==> config.mk <==
export PLATFORM = sky130hd
export DESIGN_NAME = id_stage
export DESIGN_NICKNAME = d
export VERILOG_FILES = /design/src/rtl/id_stage.sv
export SDC_FILE = /design/constraint.sdc
export NUM_CORES = 1
export LEC_CHECK = 0
export ABC_AREA = 1
export ABC_CLOCK_PERIOD_IN_PS = 2100
export BUFFER_PORTS_ARGS = -buffer_cell sky130_fd_sc_hd__buf_2
export CELL_PAD_IN_SITES_DETAIL_PLACEMENT = 0
export CELL_PAD_IN_SITES_GLOBAL_PLACEMENT = 1
export CORE_MARGIN = 2
export CORE_UTILIZATION = 37
export CTS_BUF_LIST = sky130_fd_sc_hd__clkbuf_16
export DETAILED_ROUTE_END_ITERATION = 10
export GPL_TIMING_DRIVEN = 0
export PLACE_DENSITY = 0.76
export SYNTH_ARGS = -nofsm -noshare
export SYNTH_HDL_FRONTEND = slang
export SYNTH_SLANG_ARGS = --single-unit
export TNS_END_PERCENT = 30
==> constraint.sdc <==
create_clock -name clk -period 2.1 [get_ports clk]
set_input_delay 0 -clock clk [delete_from_list [all_inputs] [get_ports clk]]
set_output_delay 0 -clock clk [all_outputs]
set_load 0.02 [all_outputs]
==> src/rtl/id_stage.sv <==
// -----------------------------------------------------------------------------
// id_stage
//
// Decode stage of a five-stage RV32I pipeline. It owns the IF/ID pipeline
// register and decodes the held instruction into control fields plus a
// sign-extended immediate. The result is registered into the ID/EX boundary.
// A load in ID/EX whose destination is read by the instruction in IF/ID
// stalls fetch for one cycle and inserts a bubble. The EX-stage redirect
// (flush) empties both pipeline registers and takes priority over the stall.
//
// Flow control: a fetched instruction is accepted at a rising edge only when
// pc_en is 1 at that edge. pc_en acts as the "ready" of the fetch stage, and
// every cycle is implicitly "valid" from fetch. valid_ex qualifies every *_ex
// field. When valid_ex is 0, all control flags are 0, and the remaining
// fields carry no meaning.
//
// Ports:
//   clk            in   pipeline clock, all state changes on the rising edge
//   reset          in   synchronous, active-high reset
//   instruction_if in   instruction fetched this cycle
//   pc_if          in   PC of instruction_if
//   flush          in   taken branch / jump redirect from EX
//   pc_en          out  fetch PC enable, 0 during a load-use stall
//   valid_ex       out  ID/EX holds a real instruction
//   pc_ex          out  PC of the ID/EX instruction
//   op_class_ex    out  instruction class (0 = none/bubble, 15 = illegal)
//   rd_ex/rs1_ex/rs2_ex  out  register indices
//   funct3_ex      out  instr[14:12]
//   funct7b5_ex    out  instr[30]
//   imm_ex         out  sign-extended immediate
//   reg_write_ex, mem_read_ex, mem_write_ex, illegal_ex  out  control flags
//   stall_cycles   out  saturating count of cycles with pc_en = 0
// -----------------------------------------------------------------------------
module id_stage #(
   parameter int unsigned DATA_WIDTH = 32,
   parameter int unsigned CNT_WIDTH  = 16,
   parameter logic [31:0] NOP_INSTR  = 32'h00000013
) (
   input  logic                  clk,
   input  logic                  reset,
   input  logic [31:0]           instruction_if,
   input  logic [DATA_WIDTH-1:0] pc_if,
   input  logic                  flush,
   output logic                  pc_en,
   output logic                  valid_ex,
   output logic [DATA_WIDTH-1:0] pc_ex,
   output logic [3:0]            op_class_ex,
   output logic [4:0]            rd_ex,
   output logic [4:0]            rs1_ex,
   output logic [4:0]            rs2_ex,
   output logic [2:0]            funct3_ex,
   output logic                  funct7b5_ex,
   output logic [DATA_WIDTH-1:0] imm_ex,
   output logic                  reg_write_ex,
   output logic                  mem_read_ex,
   output logic                  mem_write_ex,
   output logic                  illegal_ex,
   output logic [CNT_WIDTH-1:0]  stall_cycles
);

   // Instruction classes
   localparam logic [3:0] CLS_NONE    = 4'd0;
   localparam logic [3:0] CLS_LUI     = 4'd1;
   localparam logic [3:0] CLS_AUIPC   = 4'd2;
   localparam logic [3:0] CLS_JAL     = 4'd3;
   localparam logic [3:0] CLS_JALR    = 4'd4;
   localparam logic [3:0] CLS_BRANCH  = 4'd5;
   localparam logic [3:0] CLS_LOAD    = 4'd6;
   localparam logic [3:0] CLS_STORE   = 4'd7;
   localparam logic [3:0] CLS_OPIMM   = 4'd8;
   localparam logic [3:0] CLS_OP      = 4'd9;
   localparam logic [3:0] CLS_ILLEGAL = 4'd15;

   // Major opcodes
   localparam logic [6:0] OPC_LUI     = 7'b0110111;
   localparam logic [6:0] OPC_AUIPC   = 7'b0010111;
   localparam logic [6:0] OPC_JAL     = 7'b1101111;
   localparam logic [6:0] OPC_JALR    = 7'b1100111;
   localparam logic [6:0] OPC_BRANCH  = 7'b1100011;
   localparam logic [6:0] OPC_LOAD    = 7'b0000011;
   localparam logic [6:0] OPC_STORE   = 7'b0100011;
   localparam logic [6:0] OPC_OPIMM   = 7'b0010011;
   localparam logic [6:0] OPC_OP      = 7'b0110011;
   localparam logic [6:0] OPC_FENCE   = 7'b0001111;
   localparam logic [6:0] OPC_SYSTEM  = 7'b1110011;

   // ID/EX boundary contents; an all-zero value is a bubble.
   typedef struct packed {
      logic                  valid;
      logic [DATA_WIDTH-1:0] pc;
      logic [3:0]            op_class;
      logic [4:0]            rd;
      logic [4:0]            rs1;
      logic [4:0]            rs2;
      logic [2:0]            funct3;
      logic                  funct7b5;
      logic [DATA_WIDTH-1:0] imm;
      logic                  reg_write;
      logic                  mem_read;
      logic                  mem_write;
      logic                  illegal;
   } idex_t;

   // ---------------------------------------------------------------------
   // State
   // ---------------------------------------------------------------------
   logic [31:0]           ifid_instr_q, ifid_instr_d;
   logic [DATA_WIDTH-1:0] ifid_pc_q,    ifid_pc_d;
   logic                  ifid_valid_q, ifid_valid_d;
   idex_t                 idex_q,       idex_d;
   logic [CNT_WIDTH-1:0]  stall_q,      stall_d;

   // ---------------------------------------------------------------------
   // Decode of the IF/ID instruction
   // ---------------------------------------------------------------------
   logic [6:0]            dec_opcode;
   logic [4:0]            dec_rd;
   logic [4:0]            dec_rs1;
   logic [4:0]            dec_rs2;
   logic [2:0]            dec_funct3;
   logic                  dec_funct7b5;
   logic [3:0]            dec_class;
   logic [31:0]           dec_imm32;
   logic [DATA_WIDTH-1:0] dec_imm;
   logic                  dec_uses_rs1;
   logic                  dec_uses_rs2;
   logic                  dec_reg_write;
   logic                  dec_mem_read;
   logic                  dec_mem_write;
   logic                  dec_illegal;
   logic                  hazard;

   assign dec_opcode   = ifid_instr_q[6:0];
   assign dec_rd       = ifid_instr_q[11:7];
   assign dec_funct3   = ifid_instr_q[14:12];
   assign dec_rs1      = ifid_instr_q[19:15];
   assign dec_rs2      = ifid_instr_q[24:20];
   assign dec_funct7b5 = ifid_instr_q[30];

   // Opcode to class. FENCE and SYSTEM are legal but have no side effects
   // in this pipeline, so they share class 0 with the bubble.
   always_comb begin
      dec_class   = CLS_ILLEGAL;
      dec_illegal = 1'b0;
      unique case (dec_opcode)
         OPC_LUI:    dec_class = CLS_LUI;
         OPC_AUIPC:  dec_class = CLS_AUIPC;
         OPC_JAL:    dec_class = CLS_JAL;
         OPC_JALR:   dec_class = CLS_JALR;
         OPC_BRANCH: dec_class = CLS_BRANCH;
         OPC_LOAD:   dec_class = CLS_LOAD;
         OPC_STORE:  dec_class = CLS_STORE;
         OPC_OPIMM:  dec_class = CLS_OPIMM;
         OPC_OP:     dec_class = CLS_OP;
         OPC_FENCE:  dec_class = CLS_NONE;
         OPC_SYSTEM: dec_class = CLS_NONE;
         default: begin
            dec_class   = CLS_ILLEGAL;
            dec_illegal = 1'b1;
         end
      endcase
   end

   // Immediate assembly. Every format takes its sign from instr[31].
   always_comb begin
      dec_imm32 = 32'd0;
      unique case (dec_class)
         CLS_JALR, CLS_LOAD, CLS_OPIMM:
            dec_imm32 = {{20{ifid_instr_q[31]}}, ifid_instr_q[31:20]};
         CLS_STORE:
            dec_imm32 = {{20{ifid_instr_q[31]}}, ifid_instr_q[31:25],
                         ifid_instr_q[11:7]};
         CLS_BRANCH:
            dec_imm32 = {{19{ifid_instr_q[31]}}, ifid_instr_q[31],
                         ifid_instr_q[7], ifid_instr_q[30:25],
                         ifid_instr_q[11:8], 1'b0};
         CLS_LUI, CLS_AUIPC:
            dec_imm32 = {ifid_instr_q[31:12], 12'd0};
         CLS_JAL:
            dec_imm32 = {{11{ifid_instr_q[31]}}, ifid_instr_q[31],
                         ifid_instr_q[19:12], ifid_instr_q[20],
                         ifid_instr_q[30:21], 1'b0};
         default:
            dec_imm32 = 32'd0;
      endcase
   end

   // Widen to the datapath, keeping the sign.
   assign dec_imm = DATA_WIDTH'($signed(dec_imm32));

   assign dec_uses_rs1 = dec_class inside {CLS_JALR, CLS_BRANCH, CLS_LOAD,
                                           CLS_STORE, CLS_OPIMM, CLS_OP};
   assign dec_uses_rs2 = dec_class inside {CLS_BRANCH, CLS_STORE, CLS_OP};

   // Writes to x0 are discarded, so they never count as register writes.
   assign dec_reg_write = (dec_class inside {CLS_LUI, CLS_AUIPC, CLS_JAL,
                                             CLS_JALR, CLS_LOAD, CLS_OPIMM,
                                             CLS_OP})
                          && (dec_rd != 5'd0);
   assign dec_mem_read  = (dec_class == CLS_LOAD);
   assign dec_mem_write = (dec_class == CLS_STORE);

   // ---------------------------------------------------------------------
   // Load-use hazard: the load in ID/EX produces its data too late for the
   // instruction in IF/ID. A load to x0 never creates a dependency.
   // ---------------------------------------------------------------------
   assign hazard = ifid_valid_q && idex_q.valid && idex_q.mem_read
                   && (idex_q.rd != 5'd0)
                   && ((dec_uses_rs1 && (dec_rs1 == idex_q.rd))
                       || (dec_uses_rs2 && (dec_rs2 == idex_q.rd)));

   // A redirect discards the stalled instruction anyway, so flush releases
   // fetch even when a hazard is present.
   assign pc_en = !(hazard && !flush);

   // ---------------------------------------------------------------------
   // IF/ID register
   // ---------------------------------------------------------------------
   always_comb begin
      ifid_instr_d = ifid_instr_q;
      ifid_pc_d    = ifid_pc_q;
      ifid_valid_d = ifid_valid_q;
      if (flush) begin
         ifid_instr_d = NOP_INSTR;
         ifid_pc_d    = '0;
         ifid_valid_d = 1'b0;
      end else if (!hazard) begin
         ifid_instr_d = instruction_if;
         ifid_pc_d    = pc_if;
         ifid_valid_d = 1'b1;
      end
   end

   always_ff @(posedge clk) begin
      if (reset) begin
         ifid_instr_q <= NOP_INSTR;
         ifid_pc_q    <= '0;
         ifid_valid_q <= 1'b0;
      end else begin
         ifid_instr_q <= ifid_instr_d;
         ifid_pc_q    <= ifid_pc_d;
         ifid_valid_q <= ifid_valid_d;
      end
   end

   // ---------------------------------------------------------------------
   // ID/EX register. Flush and hazard both insert a bubble. An empty IF/ID
   // still passes its decoded fields through, but with every flag cleared.
   // ---------------------------------------------------------------------
   always_comb begin
      idex_d = '0;
      if (!flush && !hazard) begin
         idex_d.valid     = ifid_valid_q;
         idex_d.pc        = ifid_pc_q;
         idex_d.op_class  = dec_class;
         idex_d.rd        = dec_rd;
         idex_d.rs1       = dec_rs1;
         idex_d.rs2       = dec_rs2;
         idex_d.funct3    = dec_funct3;
         idex_d.funct7b5  = dec_funct7b5;
         idex_d.imm       = dec_imm;
         idex_d.reg_write = dec_reg_write && ifid_valid_q;
         idex_d.mem_read  = dec_mem_read  && ifid_valid_q;
         idex_d.mem_write = dec_mem_write && ifid_valid_q;
         idex_d.illegal   = dec_illegal   && ifid_valid_q;
      end
   end

   always_ff @(posedge clk) begin
      if (reset) begin
         idex_q <= '0;
      end else begin
         idex_q <= idex_d;
      end
   end

   // ---------------------------------------------------------------------
   // Stall-cycle counter, saturating at all-ones.
   // ---------------------------------------------------------------------
   always_comb begin
      stall_d = stall_q;
      if (!pc_en && (stall_q != {CNT_WIDTH{1'b1}})) begin
         stall_d = stall_q + CNT_WIDTH'(1);
      end
   end

   always_ff @(posedge clk) begin
      if (reset) begin
         stall_q <= '0;
      end else begin
         stall_q <= stall_d;
      end
   end

   // ---------------------------------------------------------------------
   // Outputs
   // ---------------------------------------------------------------------
   assign valid_ex     = idex_q.valid;
   assign pc_ex        = idex_q.pc;
   assign op_class_ex  = idex_q.op_class;
   assign rd_ex        = idex_q.rd;
   assign rs1_ex       = idex_q.rs1;
   assign rs2_ex       = idex_q.rs2;
   assign funct3_ex    = idex_q.funct3;
   assign funct7b5_ex  = idex_q.funct7b5;
   assign imm_ex       = idex_q.imm;
   assign reg_write_ex = idex_q.reg_write;
   assign mem_read_ex  = idex_q.mem_read;
   assign mem_write_ex = idex_q.mem_write;
   assign illegal_ex   = idex_q.illegal;
   assign stall_cycles = stall_q;

endmodule

; ---- Yosys cells after proc, flatten, opt, wreduce, memory -nomap -nowiden
; Cells that the tools add are included.
[classes]
n_shift = 0
bitwise = 1
eq_ne = 23
order_cmp = 0
addsub = 1
div = 0
muxes = 3
reduce_logical = 29
n_mul = 0
[ops]
columns = cell, count
row1 = 32-bit one-hot mux with 5 select lines, 1
row2 = 4-bit one-hot mux with 10 select lines, 1
row3 = 7-bit == test (second input constant), 4
row4 = 7-bit by 6-bit == test with 1-bit output (second input constant), 3
row5 = 16-bit by 1-bit adder with 16-bit output (second input constant), 1
row6 = 4-bit by 3-bit == test with 1-bit output (second input constant), 4
row7 = 16-bit inequality test (second input constant), 1
row8 = 7-bit by 5-bit == test with 1-bit output (second input constant), 2
row9 = 1-bit logical AND, 14
row10 = 11-bit OR reduction, 1
row11 = 5-bit == test, 2
row12 = 5-bit nonzero test, 2
row13 = 4-bit by 2-bit == test with 1-bit output (second input constant), 2
row14 = 4-bit == test (second input constant), 2
row15 = 2-bit OR reduction, 4
row16 = 7-bit by 2-bit == test with 1-bit output (second input constant), 1
row17 = 7-bit by 4-bit == test with 1-bit output (second input constant), 1
row18 = 7-bit nonzero test, 1
row19 = 6-bit nonzero test, 1
row20 = 4-bit by 1-bit == test with 1-bit output (second input constant), 1
row21 = 1-bit logical NOT, 3
row22 = 3-bit nonzero test, 1
row23 = 3-bit OR reduction, 1
row24 = 1-bit logical OR, 1
row25 = 2 further kinds, 2
[word_totals]
in_bits = 67
ramBits = 0
mem_count = 0
romBits = 0
latch_bits = 0
out_inout_bits = 109
ff_bits = 173

; ---- Longest topological paths before layout
; Gate-level depths: netlist (run 1).
[depth]
depth_word = 12
depth_mapped = 13

; ---- Least setup slack after synthesis (run 1)
; Ideal clock, no wire load.
[synth_timing]
path_type = register -> register
startpoint = register stall_q[0], in the netlist stall_cycles[0]
endpoint = register stall_q[10], in the netlist stall_cycles[10]
stages_incl_launch_ff = 9
period_less_slack_ns = 1.764
t_arrival_ns = 1.694
setup_time_ns = 0.070
setup_slack_ns = 0.336
path_cell_list = dfxtp_1 ha_1 nand2_1 nor2_1 nand4_1 nand4_2 buf_2 nand2_1 a21oi_1
[synth_via]
elab_chain_len = 2
elab_cells_between_ends = 3
cone_classes = add/sub: 1 / eq/ne: 1 / reduce/logical: 1
[synth_lines]
columns = element, line
row1 = from (decl), 111  ; logic [CNT_WIDTH-1:0] stall_q, stall_d;
row2 = from (signal assigned), 291  ; stall_q <= stall_d;
row3 = branches (longest 2 deep; another with 16-bit by 1-bit adder with 16-bit output), n/a
; Parallel ways; which one is timed is not known.
; A chain may end at the register's enable or synchronous reset.

; ---- Worst setup path after layout (run 1)
[layout_timing]
startpoint = register ifid_instr_q[2]
endpoint = register idex_q (netlist bit op_class_ex[1])
[layout_via]
elab_chain_len = 12
elab_cells_between_ends = 29
cone_classes = eq/ne: 17 / mux: 1 / bitwise: 1 / reduce/logical: 10
[layout_lines]
columns = element, line
row1 = from (decl), 107  ; logic [31:0] ifid_instr_q, ifid_instr_d;
row2 = from (signal assigned), 240  ; ifid_instr_q <= ifid_instr_d;
row3 = 7-bit == test or 7-bit by 4-bit == test with 1-bit output (tied branches), 145  ; unique case (dec_opcode)
row4 = 2-bit OR reduction (no line), n/a
row5 = 4-bit one-hot mux with 10 select lines *, 145
row6 = "4-bit by 3-bit == test with 1-bit output, or another cell as far along", 191  ; assign dec_uses_rs1 = dec_class inside {CLS_JALR, CLS_BRANCH, CLS_LOAD,
row7 = 6-bit nonzero test or 3-bit nonzero test (tied branches), "191, 193"
row8 = 1-bit logical AND (on tied branches), "209, 210"
row9 = 1-bit logical OR, 210  ; || (dec_uses_rs2 && (dec_rs2 == idex_q.rd)));
row10 = 1-bit logical AND, 209  ; && ((dec_uses_rs1 && (dec_rs1 == idex_q.rd))
row11 = 1-bit logical NOT, 252  ; if (!flush && !hazard) begin
row12 = 1-bit logical AND, 252
row13 = 1-bit inverter (no line), n/a
row14 = 2-bit OR reduction (no line), n/a
row15 = to (signal assigned), 273  ; idex_q <= idex_d;
row16 = to (decl), 110  ; idex_t idex_q, idex_d;
; Mark *: on every way between the ends. The rest lies on a longest branch, timed or not.

==> results of run 1 <==
==> worst max path at each step <==
stage | slack, ns | cells past startpoint | to | from
2_1_floorplan | 0.34 | 8 | stall_cycles[10] | stall_cycles[0]
3_3_place_gp | 0.12 | 8 | stall_cycles[5] | stall_cycles[0]
3_5_place_dp | 0.09 | 11 | ifid_instr_q[23] | ifid_instr_q[0]
4_1_cts | 0.06 | 11 | ifid_instr_q[18] | ifid_instr_q[1]
5_1_grt | -0.006 | 11 | ifid_instr_q[29] | ifid_instr_q[4]
6_report | 0.15 | 12 | op_class_ex[1] | ifid_instr_q[2]
==> stage by stage <==
| stage | utilization (%) | cell area [um^2] | std cells | TNS [ns] | hold slack, ns |
|---|---|---|---|---|---|
| after floorplan | - | 6100 | 741 | 0 | 0.111 |
| after global placement | 45.3 | 7240 | 1131 | 0 | 0.205 |
| after detailed placement | 45.3 | 7240 | 1131 | 0 | 0.209 |
| after CTS | 52.6 | 8420 | 1228 | 0 | 0.0240 |
| after global routing | 52.8 | 8440 | 1228 | -0.00959 | 0.0661 |
| final | 52.8 | 8440 | 1228 | 0 | 0.0389 |
==> logic make-up after synthesis <==
logic type / after synthesis
AO/OA/AOI/OAI: 167
AND/OR/NAND/NOR: 269
XOR/XNOR: 15
buffers and inverters: 116
flip-flops: 173
adder cells (fa/ha/maj): 1
==> power groups by stage <==
stage	Sequential (mW)	Combinational [mW]	Clock, mW
detailed placement	3.47	0.413	0
global placement	3.47	0.411	0
floorplan	3.50	0.209	0
global route	3.41	0.566	3.04
CTS	3.40	0.508	2.89
finish	3.40	0.510	2.83
==> registers in the layout, indices dropped and copies added, names as in the netlist <==
register      cells
valid_ex          1
reg_write_ex      1
funct7b5_ex       1
op_class_ex       4
ifid_valid_q      1
ifid_pc_q        32
stall_cycles     16
mem_write_ex      1
pc_ex            32
imm_ex           32
rs2_ex            5
rs1_ex            5
funct3_ex         3
illegal_ex        1
rd_ex             5
mem_read_ex       1
ifid_instr_q     32
==> final cells by class <==
class,count,area [um^2]
well taps,216,270
plain buffers,35,226
inverters,81,307
clock buffers,17,425
multi-input cells,452,2130
fillers,1607,7560
flip-flops and latches,173,3470
repair buffers,239,1520
clock inverters,15,97.6
==> repair_timing <==
action | 4_1_cts | 5_1_grt
resized for setup | 0 | 12
hold buffers | 65 | 0
hold endpoints to repair | 70 | 0
setup endpoints to repair | 0 | 75
==> metal layers <==
layer	GRT usage [%]	wire length, um	vias up	share of wire (%)
li1	-	-	2876	-
met1	24.3	7740	2537	45
met2	32.6	7920	151	46
met3	5.86	1080	25	6.3
met4	6.69	310	0	1.8
met5	0	0	-	0
==> cell usage in the layout (no fill, tap or decap), drive strengths merged <==
master         n
dlygate4sd3   65
inv           84
ha             1
nand2        128
nor2         111
nand3         13
a22oi          1
dfxtp        173
o21ai         62
nand3b         1
a41oi          2
xnor2          6
xor2           9
nor3           7
buf          198
a21oi         99
o22ai          1
a31oi          1
clkbuf        28
o211ai         1
clkinvlp       4
clkinv         8
nand4          9
==> worst reg2reg max path, cell delays in order, from the launching register on <==
cell and delay, ns:
dfxtp_1 0.32, inv_2 0.07, nand2_1 0.08, nor2_4 0.21
nand2_1 0.12, nand3_1 0.12, nand2_1 0.07, nand2_2 0.12
nand2_2 0.11, nand2_1 0.13, buf_6 0.18, buf_4 0.24
a21oi_1 0.08
==> impl_metrics.toml, run 1 <==
[outcome]
status = "finished clean"

[critical_path]
arrival_ns = 2.24
path_cells = "inv_2 > nand2_1 > nor2_4 > nand2_1 > nand3_1 > nand2_1 > nand2_2 > nand2_2 > nand2_1 > buf_6 > buf_4 > a21oi_1"
r2r_end = "op_class_ex[1]"
critPathLaunchType = "flop"
cpPeakStageDelay_ns = 0.32
critPathRequiredTime_ns = 2.39
rrSetupSlack_ns = 0.15
path_buf_inv = 3
cpLargestDelayFamily = "simple AND/OR/NAND/NOR gates"
slowest_stage = "dfxtp_1"
cp_max_fo = 10
rr_startpoint = "ifid_instr_q[2]"
crit_path_end_kind = "flop"
critPathKind = "reg -> reg"
cpMostUsedCell = "nand2_1"
r2r_cells = 12

[clocking]
root_buffer = "clkbuf_16"
htreeDepth = 4
cts_sinks = 173
cts_tree = "built"
clock_latency_ns = 0.42
post_cts_buffers = 0
cts_made_buffers = 17
clk_pin_slew_worst_paths_ns = 0.07
clk_path_buf_depth = 2

[floorplan]
die_area_um2 = 17500
die_height_um = 132
initial_core_util_pct = 38.1
die_w_um = 132
rows = 46
ios = 176
core-area_um2 = 16000

[logic_synthesis]
synth-compound-area-share_pct = 13.9
synth_top_area_share_pct = 56.8
yosys.area_share.simple_pct = 18.4
synth-seq-cells = 173
ys_async_sr_fraction_pct = 0
synthAdderAreaFrac_pct = 0.205
synth_xor_area_share_pct = 2.15
synth_flop_cell = "dfxtp_1"
synth-seq-area-share_pct = 56.8
synth_area_leaders = "dfxtp_1, a21oi_1, nand2_1, nor2_1, o21ai_0"
synthCells = 741
synth_area_um2 = 6100
yosysWarnings = 0
syn_nets = 809
synth-edff-count = 0
yosys.area.top_type = "dfxtp_1"
synth.area.mux_share_pct = 0
synth_cell_types = 30
synth.cells.most_frequent = "dfxtp_1, nand2_1, nor2_1, a21oi_1, inv_1"
yosysMostFrequentCell = "dfxtp_1"
synth_top_family_by_area = "simple AND/OR/NAND/NOR gates"
syn_area_per_cell_um2 = 8.23

[drt]
drt_wl_total_um = 17000
dr.pass1.iters = 4
drc = 0
ant_nets = 0
vias = 5589
wire_per_inst_um = 13.9
avgViaCountPerCell = 4.55
drtIter0Drc = 180

[pwr]
cellLeakagePower_nw = 3.82
p_per_area_nw_per_um2 = 798
total_power_mw = 6.74
p_int_mw = 5.09
ir_drop_uv = 550
seqPwrFrac_pct = 50.4
netSwitchingFraction_pct = 24.4
p_sw_mw = 1.65
pwr-share-clk_pct = 42.0
comb_power_share_pct = 7.6

[layout]
drive_gt1_share_pct = 25.2
diodes = 0
syn_to_final_growth_pct = 38.4
fin_nets = 1067

[timing]
worstMarginPinSlew_ns = 0.764
setup_ws_ns = 0.151
drv_slew = 0
finalCritPeriodShare_pct = 92.8
finalHoldViolations = 0
maxSlewHeadroom_pct = 48.9
report.final.setup_viol = 0
fin_skew_ns = 0.00638
fmax_mhz = 513
rsz0062_at_grt = "yes"
period_minus_slack_ns = 1.95

[worst_hold_path]
min_to = "stall_cycles[1]"
hold_path.class = "in -> reg"
min_path_cells = 6
worstHoldStart = "flush"

[global_routing]
grt_usage_pct = 19.6
grt_max_degree = 17
grt_pass1_wl_um = 27400
grt_overflow = 0
grt_pass1_vias = 5434
antenna_found_initial = 0

[placed_design]
gp_congestion = 0.820
place_hpwl_um = 11700
port-buffer-count = 174
dp_slack_ns = 0.0925

[flow_run]
maxCapViolCount = 0
Note: power is estimated with default switching activity, not from simulation.
==> run 2, diff against run 1 <==
Settings changed: PLACE_DENSITY 0.76 to not set, PLACE_DENSITY_LB_ADDON set to 0.1.
==> impl_metrics.toml, run 2 (same netlist as run 1, synthesis figures left out) <==
[critical_path]
path_cells = "nand2_1 > nor2_1 > nand2_2 > nand3_1 > nand2_1 > nand2_2 > nand2_2 > nand2_1 > buf_6 > buf_4 > a21oi_1"
cp_max_fo = 10
cpLargestDelayFamily = "simple AND/OR/NAND/NOR gates"
arrival_ns = 2.19
path_buf_inv = 2
cpPeakStageDelay_ns = 0.31
critPathRequiredTime_ns = 2.40
critPathLaunchType = "flop"
critPathKind = "reg -> reg"
slowest_stage = "dfxtp_1"
crit_path_end_kind = "flop"

[floorplan]
die_area_um2 = 17500
ios = 176
initial_core_util_pct = 38.1
die_w_um = 132
rows = 46
die_height_um = 132
core-area_um2 = 16000

[global_routing]
grt_pass1_vias = 5565
antenna_found_initial = 0
grt_overflow = 0
grt_max_degree = 17
grt_usage_pct = 19.5
grt_pass1_wl_um = 27300

[layout]
syn_to_final_growth_pct = 40.8
final_cell_mix = "buf_2, dfxtp_1, nand2_1, nor2_1, a21oi_1"
diodes = 0
register_area_um2 = 3470
drive_gt1_share_pct = 25.2
nFillCells = 1578
multi_input_area_um2 = 2120
fin_nets = 1067
final_common_cell = "buf_2"

[timing]
finalSetupTns_ns = 0
rsz0062_at_grt = "yes"
worstMarginPinSlew_ns = 0.765
drv_slew = 0
fmax_mhz = 528
period_minus_slack_ns = 1.89
report.final.setup_viol = 0
finalHoldViolations = 0
maxSlewHeadroom_pct = 48.8
fin_skew_ns = 0.00999
finalCritPeriodShare_pct = 90.1

[drt]
wire_per_inst_um = 13.9
wl_met2_um = 8150
drt_wl_total_um = 17000
routed.top_layer = "met4"
drc = 0
ant_nets = 0
dr_wl_met3_um = 1010
dr.pass1.iters = 4
avgViaCountPerCell = 4.59
wl_met1_um = 7580
vias = 5642
drtIter0Drc = 242

[clocking]
clk_pin_slew_worst_paths_ns = 0.07
cts_made_buffers = 17
clk_path_buf_depth = 2
post_cts_buffers = 0
root_buffer = "clkbuf_16"
cts_sinks = 173
htreeDepth = 4
clock_latency_ns = 0.43
cts_tree = "built"

[flow_run]
maxCapViolCount = 0

[placed_design]
place_hpwl_um = 12000
gp_congestion = 0.808
port-buffer-count = 174

[worst_hold_path]
hold_path.class = "in -> reg"

[pwr]
ir_drop_uv = 559
cellLeakagePower_nw = 3.89
p_per_area_nw_per_um2 = 865
total_power_mw = 7.43

[outcome]
status = "finished clean"
run 2: area by class of cell:
| type | instances | area share [%] |
|---|---|---|
| Clock inverter | 15 | 2.74 |
| Timing Repair Buffer | 239 | 17.7 |
| Tap cell | 216 | 3.15 |
| Sequential cell | 173 | 40.4 |
| Inverter | 81 | 3.57 |
| Clock buffer | 17 | 4.95 |
| Buffer | 35 | 2.83 |
| Multi-Input combinational cell | 452 | 24.7 |
run 2: final timing paths:
kind	start	to	slack [ns]	cells past startpoint
max	ifid_instr_q[0]	imm_ex[19]	0.21	11
min	flush	stall_cycles[3]	0.03	6
max reg2reg	ifid_instr_q[0]	imm_ex[19]	0.21	11
min reg2reg	ifid_pc_q[19]	pc_ex[19]	0.43	2
run 2: power breakdown:
part           switching [mW]  internal (mW)
combinational           0.281          0.228
sequential             0.0380           3.36
clock                    1.38           2.14
total                    1.70           5.73
run 2: worst register-to-register path: cells and delay by family, from the launching register on:
family,cells,cell delay [ns]
buf+inv,2,0.38
flops,1,0.31
simple gates,8,1.02
compound gates,1,0.06
run 2: timing repair:
action	4_1_cts	5_1_grt
endpoints found under the setup margin	0	143
hold buffers	65	0
resized for setup	0	16
endpoints found under the hold margin	70	0
run 2: metal layers:
metal	vias up	GRT usage (%)
met5	-	0
met4	0	6.81
met3	21	4.98
met2	158	33.0
met1	2597	24.3
li1	2866	-
run 2: per-stage QoR:
| step | hold slack, ns | cells | instance area [um^2] | worst slack (ns) | util (%) |
|---|---|---|---|---|---|
| floorplan | 0.111 | 741 | 6100 | 0.336 | - |
| global placement | 0.202 | 1131 | 7240 | 0.0846 | 45.3 |
| detailed placement | 0.203 | 1131 | 7240 | 0.0899 | 45.3 |
| CTS | 0.0278 | 1228 | 8550 | 0.0654 | 53.5 |
| global route | 0.0684 | 1228 | 8590 | 0.00216 | 53.7 |
| finish | 0.0320 | 1228 | 8590 | 0.208 | 53.7 |
==> run 3, diff against run 2 <==
==> constraint.sdc (replaced) <==
create_clock -name clk -period 2.1 [get_ports clk]
set_input_delay 0.42 -clock clk [delete_from_list [all_inputs] [get_ports clk]]
set_output_delay 0.42 -clock clk [all_outputs]
set_load 0.02 [all_outputs]
==> impl_metrics.toml, run 3 (same netlist as run 1, synthesis figures left out) <==
[drt]
drc = 0
avgViaCountPerCell = 4.62
vias = 5440
drt_wl_total_um = 16700
ant_nets = 0
drtIter0Drc = 246
wire_per_inst_um = 14.1
dr.pass1.iters = 5

[timing]
report.final.setup_viol = 0
maxSlewHeadroom_pct = 47.3
finalCritPeriodShare_pct = 99.6
finalHoldViolations = 0
rsz0062_at_grt = "yes"
fin_skew_ns = 0.0116
period_minus_slack_ns = 2.09
fmax_mhz = 478
drv_slew = 0
whs_ns = 0.193
worstMarginPinSlew_ns = 0.788

[critical_path]
cpMostUsedCell = "nand2_1"
critPathKind = "reg -> out"
crit_path_end_kind = "primary output"
rr_startpoint = "rd_ex[1]"
cp_max_fo = 3
r2r_cells = 13
slowest_stage = "dfxtp_4"
rrSetupSlack_ns = 0.12
arrival_ns = 1.67
path_cells = "buf_4 > nand2_1 > o21ai_0 > inv_1 > nand2_1 > nor2_2 > nand2_1 > nand2_2 > nand3_4 > buf_6"
cpPeakStageDelay_ns = 0.35
critPathLaunchType = "flop"
critPathRequiredTime_ns = 1.68
r2r_end = "ifid_instr_q[28]"

[placed_design]
gp_congestion = 0.808
place_hpwl_um = 12000
port-buffer-count = 174

[outcome]
status = "finished clean"

[floorplan]
die_w_um = 132
ios = 176
die_height_um = 132
core-area_um2 = 16000
die_area_um2 = 17500
initial_core_util_pct = 38.1
rows = 46

[clocking]
clk_path_buf_depth = 2
clock_latency_ns = 0.43
cts_made_buffers = 17
cts_tree = "built"
cts_sinks = 173
root_buffer = "clkbuf_16"
htreeDepth = 4
clk_pin_slew_worst_paths_ns = 0.07

[global_routing]
busiest_layer = "met2"
grt_pass1_vias = 5314
grtUsageMet1_pct = 23.8
gr-usage-met2_pct = 31.3
grt_overflow = 0
grt_use_met3_pct = 5.17
grt_max_degree = 17
antenna_found_initial = 0
grt_usage_pct = 18.9
grt_pass1_wl_um = 26400

[flow_run]
maxCapViolCount = 0

[layout]
syn_to_final_growth_pct = 32.8
drive_gt1_share_pct = 30.1
final_common_cell = "buf_2"
final_cell_mix = "buf_2, dfxtp_1, nand2_1, nor2_1, a21oi_1"
diodes = 0
fin_nets = 1017
nFillCells = 1626

[worst_hold_path]
min_to = "ifid_instr_q[1]"
min_path_cells = 3
hold_path.class = "in -> reg"
worstHoldStart = "instruction_if[1]"

[pwr]
cellLeakagePower_nw = 3.72
p_per_area_nw_per_um2 = 906
total_power_mw = 7.34
ir_drop_uv = 568
## run 3: changes by cell type in the layout (fill, tap and decap cells not counted), moves of 3 or more
cell	previous run	this run
dlygate4sd3_1	65	0
buf_4	9	26
dfxtp_1	169	163
nand2_1	123	117
dfxtp_4	0	5
nand2_2	5	10
inv_2	6	10
inv_1	75	72
nor2_1	105	102
nor2_2	3	6
## run 3: how the worst max path moves through the flow
| stage | to | cells after the start | start |
|---|---|---|---|
| after floorplan | stall_cycles[10] | 8 | stall_cycles[0] |
| after global placement | ifid_instr_q[24] | 5 | reset |
| after detailed placement | ifid_instr_q[24] | 5 | reset |
| after CTS | pc_en | 8 | ifid_instr_q[0] |
| after global routing | pc_en | 10 | rd_ex[1] |
| final | pc_en | 10 | rd_ex[0] |
## run 3: metal layers
metal / vias up / share of wire, %
li1: 2772 / -
met1: 2489 / 45
met4: 0 / 1.7
met2: 155 / 47
met5: - / 0
met3: 24 / 5.6
## run 3: cell type report
class,instances,area [um^2],share of cell area [%]
buffer,35,230,2.84
clock buffer,17,425,5.25
clock inverter,15,235,2.90
inverter,81,304,3.75
multi-input combinational,452,2160,26.7
sequential,173,3490,43.1
tap,216,270,3.34
timing repair buffer,189,990,12.2
## run 3: power breakdown
group / switching, mW / leakage (nW) / internal (mW)
Combinational: 0.275 / 1.99 / 0.163
Clock: 1.37 / 0.320 / 2.14
Sequential: 0.0374 / 1.41 / 3.36
## run 3: critical path: cells and delay by family, from the launching register on
family / cells / cell delay (ns)
DFF: 1 / 0.35
AOI/OAI and AO/OA: 1 / 0.07
buffers and inverters: 3 / 0.33
and+or+nand+nor: 6 / 0.51
## run 3: timing repair
item,4_1_cts,5_1_grt
setup buffers,6,9
endpoints found under the setup margin,1,84
gates resized for setup,20,19
hold buffers,0,0
pin swaps,5,9
## run 3: per-stage QoR
step | instances | utilization (%) | area [um^2] | worst slack, ns | setup TNS [ns]
2_1_floorplan | 741 | - | 6100 | 0.336 | 0
3_3_place_gp | 1131 | 45.3 | 7240 | 0.0203 | 0
3_5_place_dp | 1131 | 45.3 | 7240 | -0.0333 | -0.0333
4_1_cts | 1169 | 49.9 | 7990 | 0.000934 | 0
5_1_grt | 1178 | 50.6 | 8100 | -0.119 | -0.402
6_report | 1178 | 50.6 | 8100 | 0.00864 | 0
